### src/rtl/aes_inv_sched.sv
// Round-robin scheduler sharing one aes_inv_cipher_top core, with a last-key cache.
// Optional BUSY watchdog is compiled in by defining AES_SCHED_WATCHDOG_EN.
module aes_inv_sched #(
  parameter int NREQ      = 2,
  parameter int KEY_WAIT  = 12,
  parameter int TO_CYCLES = 64
) (
  input  logic                    clk,
  input  logic                    rst,
  input  logic [NREQ-1:0]         req_valid,
  output logic [NREQ-1:0]         req_ready,
  input  logic [NREQ*128-1:0]     req_key,
  input  logic [NREQ*128-1:0]     req_text,
  input  logic                    key_flush,
  output logic                    rsp_valid,
  input  logic                    rsp_ready,
  output logic [127:0]            rsp_text,
  output logic [$clog2(NREQ)-1:0] rsp_id,
  output logic                    rsp_err,
  output logic                    core_kld,
  output logic                    core_ld,
  output logic [127:0]            core_key,
  output logic [127:0]            core_text_in,
  input  logic                    core_done,
  input  logic [127:0]            core_text_out
);
  localparam int IW = $clog2(NREQ);
  localparam int CW = $clog2(KEY_WAIT + 2);

  if (NREQ < 2 || NREQ > 8 || TO_CYCLES < 1 || KEY_WAIT < 0) begin : g_bad_cfg
    $error("aes_inv_sched: unsupported parameters");
  end

  typedef enum logic [2:0] {
    IDLE, KLOAD, KWAIT, START, BUSY, RESP
  } state_e;

  state_e         state_q;
  logic [IW-1:0]  last_q, id_q, gnt, idx;
  logic           gnt_vld, gnt_hit;
  logic [127:0]   gnt_key, gnt_text;
  logic [127:0]   key_q, text_q, cache_key_q, rsp_text_q;
  logic           cache_vld_q, kld_q, ld_q, rsp_valid_q;
  logic [CW-1:0]  kcnt_q;

`ifdef AES_SCHED_WATCHDOG_EN
  localparam int TW = $clog2(TO_CYCLES + 1);
  logic [TW-1:0]  wcnt_q;
  logic           err_q;
  assign rsp_err = err_q;
`else
  assign rsp_err = 1'b0;
`endif

  // Lowest offset from last_q+1 wins, so scan offsets downward.
  always_comb begin
    gnt_vld = 1'b0;
    gnt     = '0;
    idx     = '0;
    for (int i = NREQ; i >= 1; i--) begin
      idx = IW'((int'(last_q) + i) % NREQ);
      if (req_valid[idx]) begin
        gnt_vld = 1'b1;
        gnt     = idx;
      end
    end
  end

  assign gnt_key  = req_key[128*int'(gnt) +: 128];
  assign gnt_text = req_text[128*int'(gnt) +: 128];
  assign gnt_hit  = cache_vld_q & ~key_flush &
                    (cache_key_q == gnt_key);

  always_comb begin
    req_ready = '0;
    if (rst && state_q == IDLE && gnt_vld)
      req_ready[gnt] = 1'b1;
  end

  assign rsp_valid    = rsp_valid_q;
  assign rsp_text     = rsp_text_q;
  assign rsp_id       = id_q;
  assign core_kld     = kld_q;
  assign core_ld      = ld_q;
  assign core_key     = key_q;
  assign core_text_in = text_q;

  always_ff @(posedge clk or negedge rst) begin
    if (!rst) begin
      state_q     <= IDLE;
      last_q      <= '0;
      id_q        <= '0;
      key_q       <= '0;
      text_q      <= '0;
      cache_key_q <= '0;
      cache_vld_q <= 1'b0;
      rsp_text_q  <= '0;
      rsp_valid_q <= 1'b0;
      kld_q       <= 1'b0;
      ld_q        <= 1'b0;
      kcnt_q      <= '0;
`ifdef AES_SCHED_WATCHDOG_EN
      wcnt_q      <= '0;
      err_q       <= 1'b0;
`endif
    end else begin
      kld_q <= 1'b0;
      ld_q  <= 1'b0;
      if (key_flush)
        cache_vld_q <= 1'b0;
      unique case (state_q)
        IDLE: begin
          if (gnt_vld) begin
            id_q   <= gnt;
            last_q <= gnt;
            key_q  <= gnt_key;
            text_q <= gnt_text;
            if (gnt_hit) begin
              state_q <= START;
              ld_q    <= 1'b1;
            end else begin
              state_q <= KLOAD;
              kld_q   <= 1'b1;
            end
          end
        end
        KLOAD: begin
          cache_key_q <= key_q;
          if (!key_flush)
            cache_vld_q <= 1'b1;
          kcnt_q <= '0;
          if (KEY_WAIT == 0) begin
            state_q <= START;
            ld_q    <= 1'b1;
          end else begin
            state_q <= KWAIT;
          end
        end
        KWAIT: begin
          if (kcnt_q == CW'(KEY_WAIT - 1)) begin
            state_q <= START;
            ld_q    <= 1'b1;
          end else begin
            kcnt_q <= kcnt_q + 1'b1;
          end
        end
        START: begin
          state_q <= BUSY;
`ifdef AES_SCHED_WATCHDOG_EN
          wcnt_q  <= '0;
`endif
        end
        BUSY: begin
          if (core_done) begin
            rsp_text_q  <= core_text_out;
            rsp_valid_q <= 1'b1;
            state_q     <= RESP;
`ifdef AES_SCHED_WATCHDOG_EN
            err_q       <= 1'b0;
          end else if (wcnt_q == TW'(TO_CYCLES - 1)) begin
            rsp_text_q  <= '0;
            rsp_valid_q <= 1'b1;
            err_q       <= 1'b1;
            cache_vld_q <= 1'b0;
            state_q     <= RESP;
          end else begin
            wcnt_q <= wcnt_q + 1'b1;
`endif
          end
        end
        RESP: begin
          if (rsp_ready) begin
            rsp_valid_q <= 1'b0;
            state_q     <= IDLE;
          end
        end
        default: state_q <= IDLE;
      endcase
    end
  end
endmodule

### config.mk
export PLATFORM = sky130hd
export DESIGN_NAME = aes_inv_sched
export DESIGN_NICKNAME = d
export VERILOG_FILES = /design/src/rtl/aes_inv_sched.sv
export SDC_FILE = /design/constraint.sdc
export NUM_CORES = 1
export LEC_CHECK = 0
export ABC_CLOCK_PERIOD_IN_PS = 8500
export CORE_AREA = 8 8 402 404
export DETAILED_ROUTE_END_ITERATION = 6
export DIE_AREA = 0 0 410 412
export SETUP_SLACK_MARGIN = 0.5
export SYNTH_ARGS = -nofsm -noshare
export SYNTH_HDL_FRONTEND = slang
export SYNTH_SLANG_ARGS = --single-unit
### constraint.sdc
create_clock -name clk -period 8.5 [get_ports clk]
set_input_delay 2.125 -clock clk [delete_from_list [all_inputs] [get_ports clk]]
set_output_delay 2.125 -clock clk [all_outputs]
set_load 0.005 [all_outputs]
==> impl_metrics.xml <==
<?xml version="1.0" encoding="UTF-8"?>
<metrics>
  <group name="critical_path">
    <metric name="critical_path.slowest_cell" unit="">clkdlybuf4s50_1</metric>
    <metric name="critical_path_at" unit="ps">4370</metric>
    <metric name="setup.worst_path.end_class" unit="">primary output</metric>
    <metric name="most_used_cell_along_the_critical_path" unit="">clkdlybuf4s50_1</metric>
    <metric name="critical-path-max-stage-delay" unit="ps">750</metric>
    <metric name="path_cells" unit="">clkdlybuf4s50_1 -&gt; a21bo_4 -&gt; nand2_1 -&gt; nor2_1 -&gt; clkdlybuf4s50_1</metric>
    <metric name="critical_path_class" unit="">in -&gt; out</metric>
    <metric name="critical_path.max_fanout" unit="">27</metric>
    <metric name="cp.required" unit="ps">6380</metric>
    <metric name="startpoint_type" unit="">primary input</metric>
  </group>
  <group name="placed_design">
    <metric name="placement.io_buffers" unit="">1036</metric>
    <metric name="placedCellCount" unit="">5116</metric>
    <metric name="post-dp-hpwl" unit="mm">133</metric>
    <metric name="post-place-ws" unit="ps">1480</metric>
    <metric name="finalWeightedCongestion" unit="">0.932</metric>
  </group>
  <group name="clock_network">
    <metric name="postCtsResizedCells" unit="">0</metric>
    <metric name="cts.repair_timing.setup_buffer_count" unit="">0</metric>
    <metric name="cts_hold_buffers" unit="">0</metric>
    <metric name="clock_root_buffer" unit="">clkbuf_16</metric>
    <metric name="cts.htree.levels" unit="">3</metric>
    <metric name="clock-sinks" unit="">524</metric>
    <metric name="cts_tree" unit="">done</metric>
    <metric name="cts_buffers" unit="">71</metric>
    <metric name="worst_setup_hold_path_clk_slew" unit="ps">50</metric>
    <metric name="insertion_delay" unit="ps">660</metric>
    <metric name="max-clock-path-buffers" unit="">3</metric>
  </group>
  <group name="timing">
    <metric name="hold_viol_final" unit="">0</metric>
    <metric name="min_cycle_time_layout" unit="ps">6490</metric>
    <metric name="max_clock_freq" unit="MHz">154</metric>
    <metric name="unrepaired_setup_endpoints_after_global_routing" unit="">no</metric>
    <metric name="final.setup.tns" unit="ps">0</metric>
    <metric name="worst_slew_margin" unit="">0.113</metric>
    <metric name="setup_viol" unit="">0</metric>
    <metric name="finalMaxSlewViolations" unit="">0</metric>
    <metric name="fin_crit_sh" unit="">0.764</metric>
    <metric name="finalClockSkew" unit="ps">27.7</metric>
    <metric name="layout_setup_ws" unit="ps">2010</metric>
    <metric name="tightest_slew" unit="ps">1310</metric>
  </group>
  <group name="power">
    <metric name="vdd_ir_drop_max" unit="mV">0.225</metric>
    <metric name="power_density_over_cell_area" unit="mW/mm^2">346</metric>
    <metric name="power_leakage" unit="uW">0.0163</metric>
    <metric name="internal_power" unit="uW">8550</metric>
    <metric name="power_switching" unit="uW">5060</metric>
    <metric name="pwr-share-comb" unit="">0.431</metric>
    <metric name="power_frac_seq" unit="">0.343</metric>
    <metric name="clkPwrFrac" unit="">0.226</metric>
    <metric name="power.share.switching" unit="">0.372</metric>
  </group>
  <group name="die">
    <metric name="core_region_area" unit="mm^2">0.155</metric>
    <metric name="die_w" unit="um">410</metric>
    <metric name="die_area" unit="mm^2">0.169</metric>
    <metric name="rows" unit="">145</metric>
    <metric name="die_h" unit="um">412</metric>
    <metric name="start_util" unit="">0.155</metric>
    <metric name="io_pins" unit="">1038</metric>
  </group>
  <group name="synthesis">
    <metric name="synth_top_cell_area_share" unit="">0.544</metric>
    <metric name="synth.mux.area_fraction" unit="">0.222</metric>
    <metric name="share_of_synthesized_cell_area_in_and_or_nand_and_nor_gates" unit="">0.0807</metric>
    <metric name="ys_top_cells_by_area" unit="">dfrtp_1 (54%), mux2_2 (11%), mux2i_1 (11%), o21ai_0 (6.0%), nand2_1 (4.4%)</metric>
    <metric name="synth_compound_area_frac" unit="">0.103</metric>
    <metric name="synth_largest_area_cell" unit="">dfrtp_1</metric>
    <metric name="synth_enable_flop_cells" unit="">0</metric>
    <metric name="synth_top_family_by_area" unit="">multiplexers</metric>
    <metric name="ys_seq_area_frac" unit="">0.544</metric>
    <metric name="ys_dominant_reg_cell" unit="">dfrtp_1</metric>
    <metric name="synth_cells" unit="">2120</metric>
    <metric name="synthAdderAreaFrac" unit="">0.000519</metric>
    <metric name="postSynthNetCount" unit="">2768</metric>
    <metric name="yosysUniqueCellTypes" unit="">54</metric>
    <metric name="yosys_register_bits" unit="">524</metric>
    <metric name="avg_cell_area_syn" unit="um^2">11.4</metric>
    <metric name="async_flop_share" unit="">1.00</metric>
    <metric name="synth_xor_area_frac" unit="">0.0211</metric>
    <metric name="yosysWarnings" unit="">0</metric>
    <metric name="synth_area" unit="mm^2">0.0241</metric>
  </group>
  <group name="drt">
    <metric name="count_of_tritonroute_iterations_in_the_first_routing_pass" unit="">7</metric>
    <metric name="route.antenna.remaining_nets" unit="">0</metric>
    <metric name="vias_per_cell" unit="">4.11</metric>
    <metric name="via_count" unit="">21700</metric>
    <metric name="avgRoutedWirePerCell" unit="um">29.9</metric>
    <metric name="detail_route.drc_violations" unit="">0</metric>
    <metric name="finalWirelength" unit="mm">158</metric>
    <metric name="first_iter_violations" unit="">1528</metric>
  </group>
  <group name="global_routing">
    <metric name="grt_antenna_before_repair" unit="">110</metric>
    <metric name="grt_pass1_wl" unit="mm">206</metric>
    <metric name="largest_net_degree_at_the_start_of_global_routing" unit="">212</metric>
    <metric name="grt_use_total" unit="">0.178</metric>
    <metric name="global_route.overflow_total" unit="">0</metric>
    <metric name="first_global_vias" unit="">22100</metric>
  </group>
  <group name="layout">
    <metric name="num-nets-final" unit="">3779</metric>
    <metric name="fraction_of_layout_cells_with_a_size_suffix_above_1" unit="">0.124</metric>
    <metric name="final-instance-count-excl-fill" unit="">5281</metric>
    <metric name="syn2layout_area_growth" unit="%">63.0</metric>
  </group>
  <group name="hold_path">
    <metric name="hp-class" unit="">reg -&gt; reg</metric>
  </group>
  <group name="run_status">
    <metric name="run_status" unit="">complete, no violations</metric>
  </group>
  <group name="run">
    <metric name="maxCapViolations" unit="">0</metric>
  </group>
</metrics>
## sequential cells by signal, indices dropped and copies added (netlist names)
name / cells
state_q: 3
core_kld: 1
core_text_in: 128
rsp_valid: 1
kcnt_q: 4
core_ld: 1
cache_key_q: 128
rsp_id: 1
cache_vld_q: 1
rsp_text: 128
core_key: 128
## cell type report
cell class              instances  area, um^2
well taps                    2058        2570
flip-flops and latches        524       13100
diodes                         37        92.6
fillers                     16500      116000
repair buffers               1065       10700
inverters                      37         139
multi-input cells            1432       10300
clock buffers                  99        2040
clock inverters                29         322
## critical path, delay by kind of cell
family	cells	cell delay, ps
buf+inv	2	1300
compound gates	1	610
simple gates	2	260
## layout by cell type (no fill, tap or decap), types with 36 or more instances in the layout
master | Yosys | final
nand2_1 | 283 | 283
mux2i_1 | 264 | 264
dfrtp_1 | 524 | 524
nor2b_1 | 59 | 59
inv_1 | 36 | 36
o21ai_0 | 291 | 289
clkbuf_16 | 0 | 73
diode_2 | 0 | 37
a21oi_1 | 37 | 37
clkdlybuf4s50_1 | 0 | 1035
mux2_2 | 241 | 241
## cells in the mapped netlist (all sizes together) (3+ instances only)
| cell type | count |
|---|---|
| and3 | 3 |
| mux2i | 264 |
| nor2 | 33 |
| dfrtp | 524 |
| nand2b | 10 |
| nor3 | 10 |
| xor2 | 27 |
| o41ai | 3 |
| xnor2 | 31 |
| o2111ai | 11 |
| a222oi | 6 |
| clkbuf | 99 |
| nor2b | 59 |
| inv | 36 |
| a211oi | 4 |
| nor4 | 11 |
| or4 | 4 |
| nand2 | 283 |
| mux2 | 241 |
| buf | 28 |
| o2bb2ai | 13 |
| a221oi | 6 |
| a2bb2oi | 3 |
| a21oi | 37 |
| a31oi | 5 |
| o221ai | 3 |
| nand3 | 5 |
| a22oi | 9 |
| o21ai | 292 |
| nand4 | 14 |
| o22ai | 19 |
## cells by family (layout without fill, tap and decap cells)
family | count (synthesis) | in the layout
AO/OA/AOI/OAI | 430 | 430
XOR/XNOR | 58 | 58
adder cells (fa/ha/maj) | 1 | 1
buffers and inverters | 164 | 1230
flip-flops | 524 | 524
multiplexers | 505 | 505
other | 1 | 38
AND/OR/NAND/NOR | 437 | 437
## per-stage QoR
step / cell area (um^2) / utilization / power, uW / hold WS (ps)
floorplan: 24100 / - / 6750 / 458
global placement: 36800 / 0.237 / 10600 / 461
detailed placement: 36800 / 0.237 / 10700 / 469
CTS: 39200 / 0.253 / 13800 / 481
global route: 39200 / 0.253 / 14400 / 495
finish: 39300 / 0.253 / 13600 / 476
## power groups by stage
stage          logic, uW  clock network, uW  registers (uW)
2_1_floorplan       2270                  0            4480
3_3_place_gp        5940                  0            4640
3_5_place_dp        5980                  0            4680
4_1_cts             6000               3180            4660
5_1_grt             6320               3260            4820
6_report            5870               3080            4660
## final timing paths
kind,start,end,slack [ps],depth (start not counted)
worst max-delay path,req_valid[0],req_ready[0],2010,5
worst min-delay path,core_text_in[10],core_text_in[10],480,2
worst max register to register,rsp_id,core_kld,4020,10
worst min register to register,core_text_in[10],core_text_in[10],480,2
max in group asynchronous,rst,core_text_in[44],4080,4
min in group asynchronous,rst,rsp_text[121],1420,1
## layer usage
metal,part of all wire,vias up,GRT usage,routed length [um]
met2,0.47,967,0.289,74800
met5,0.0023,-,0,370
met1,0.38,10800,0.202,60500
met4,0.041,56,0.0764,6430
li1,-,9589,-,-
met3,0.10,307,0.0796,15700
No activity file was read; power rests on OpenSTA's default activity.
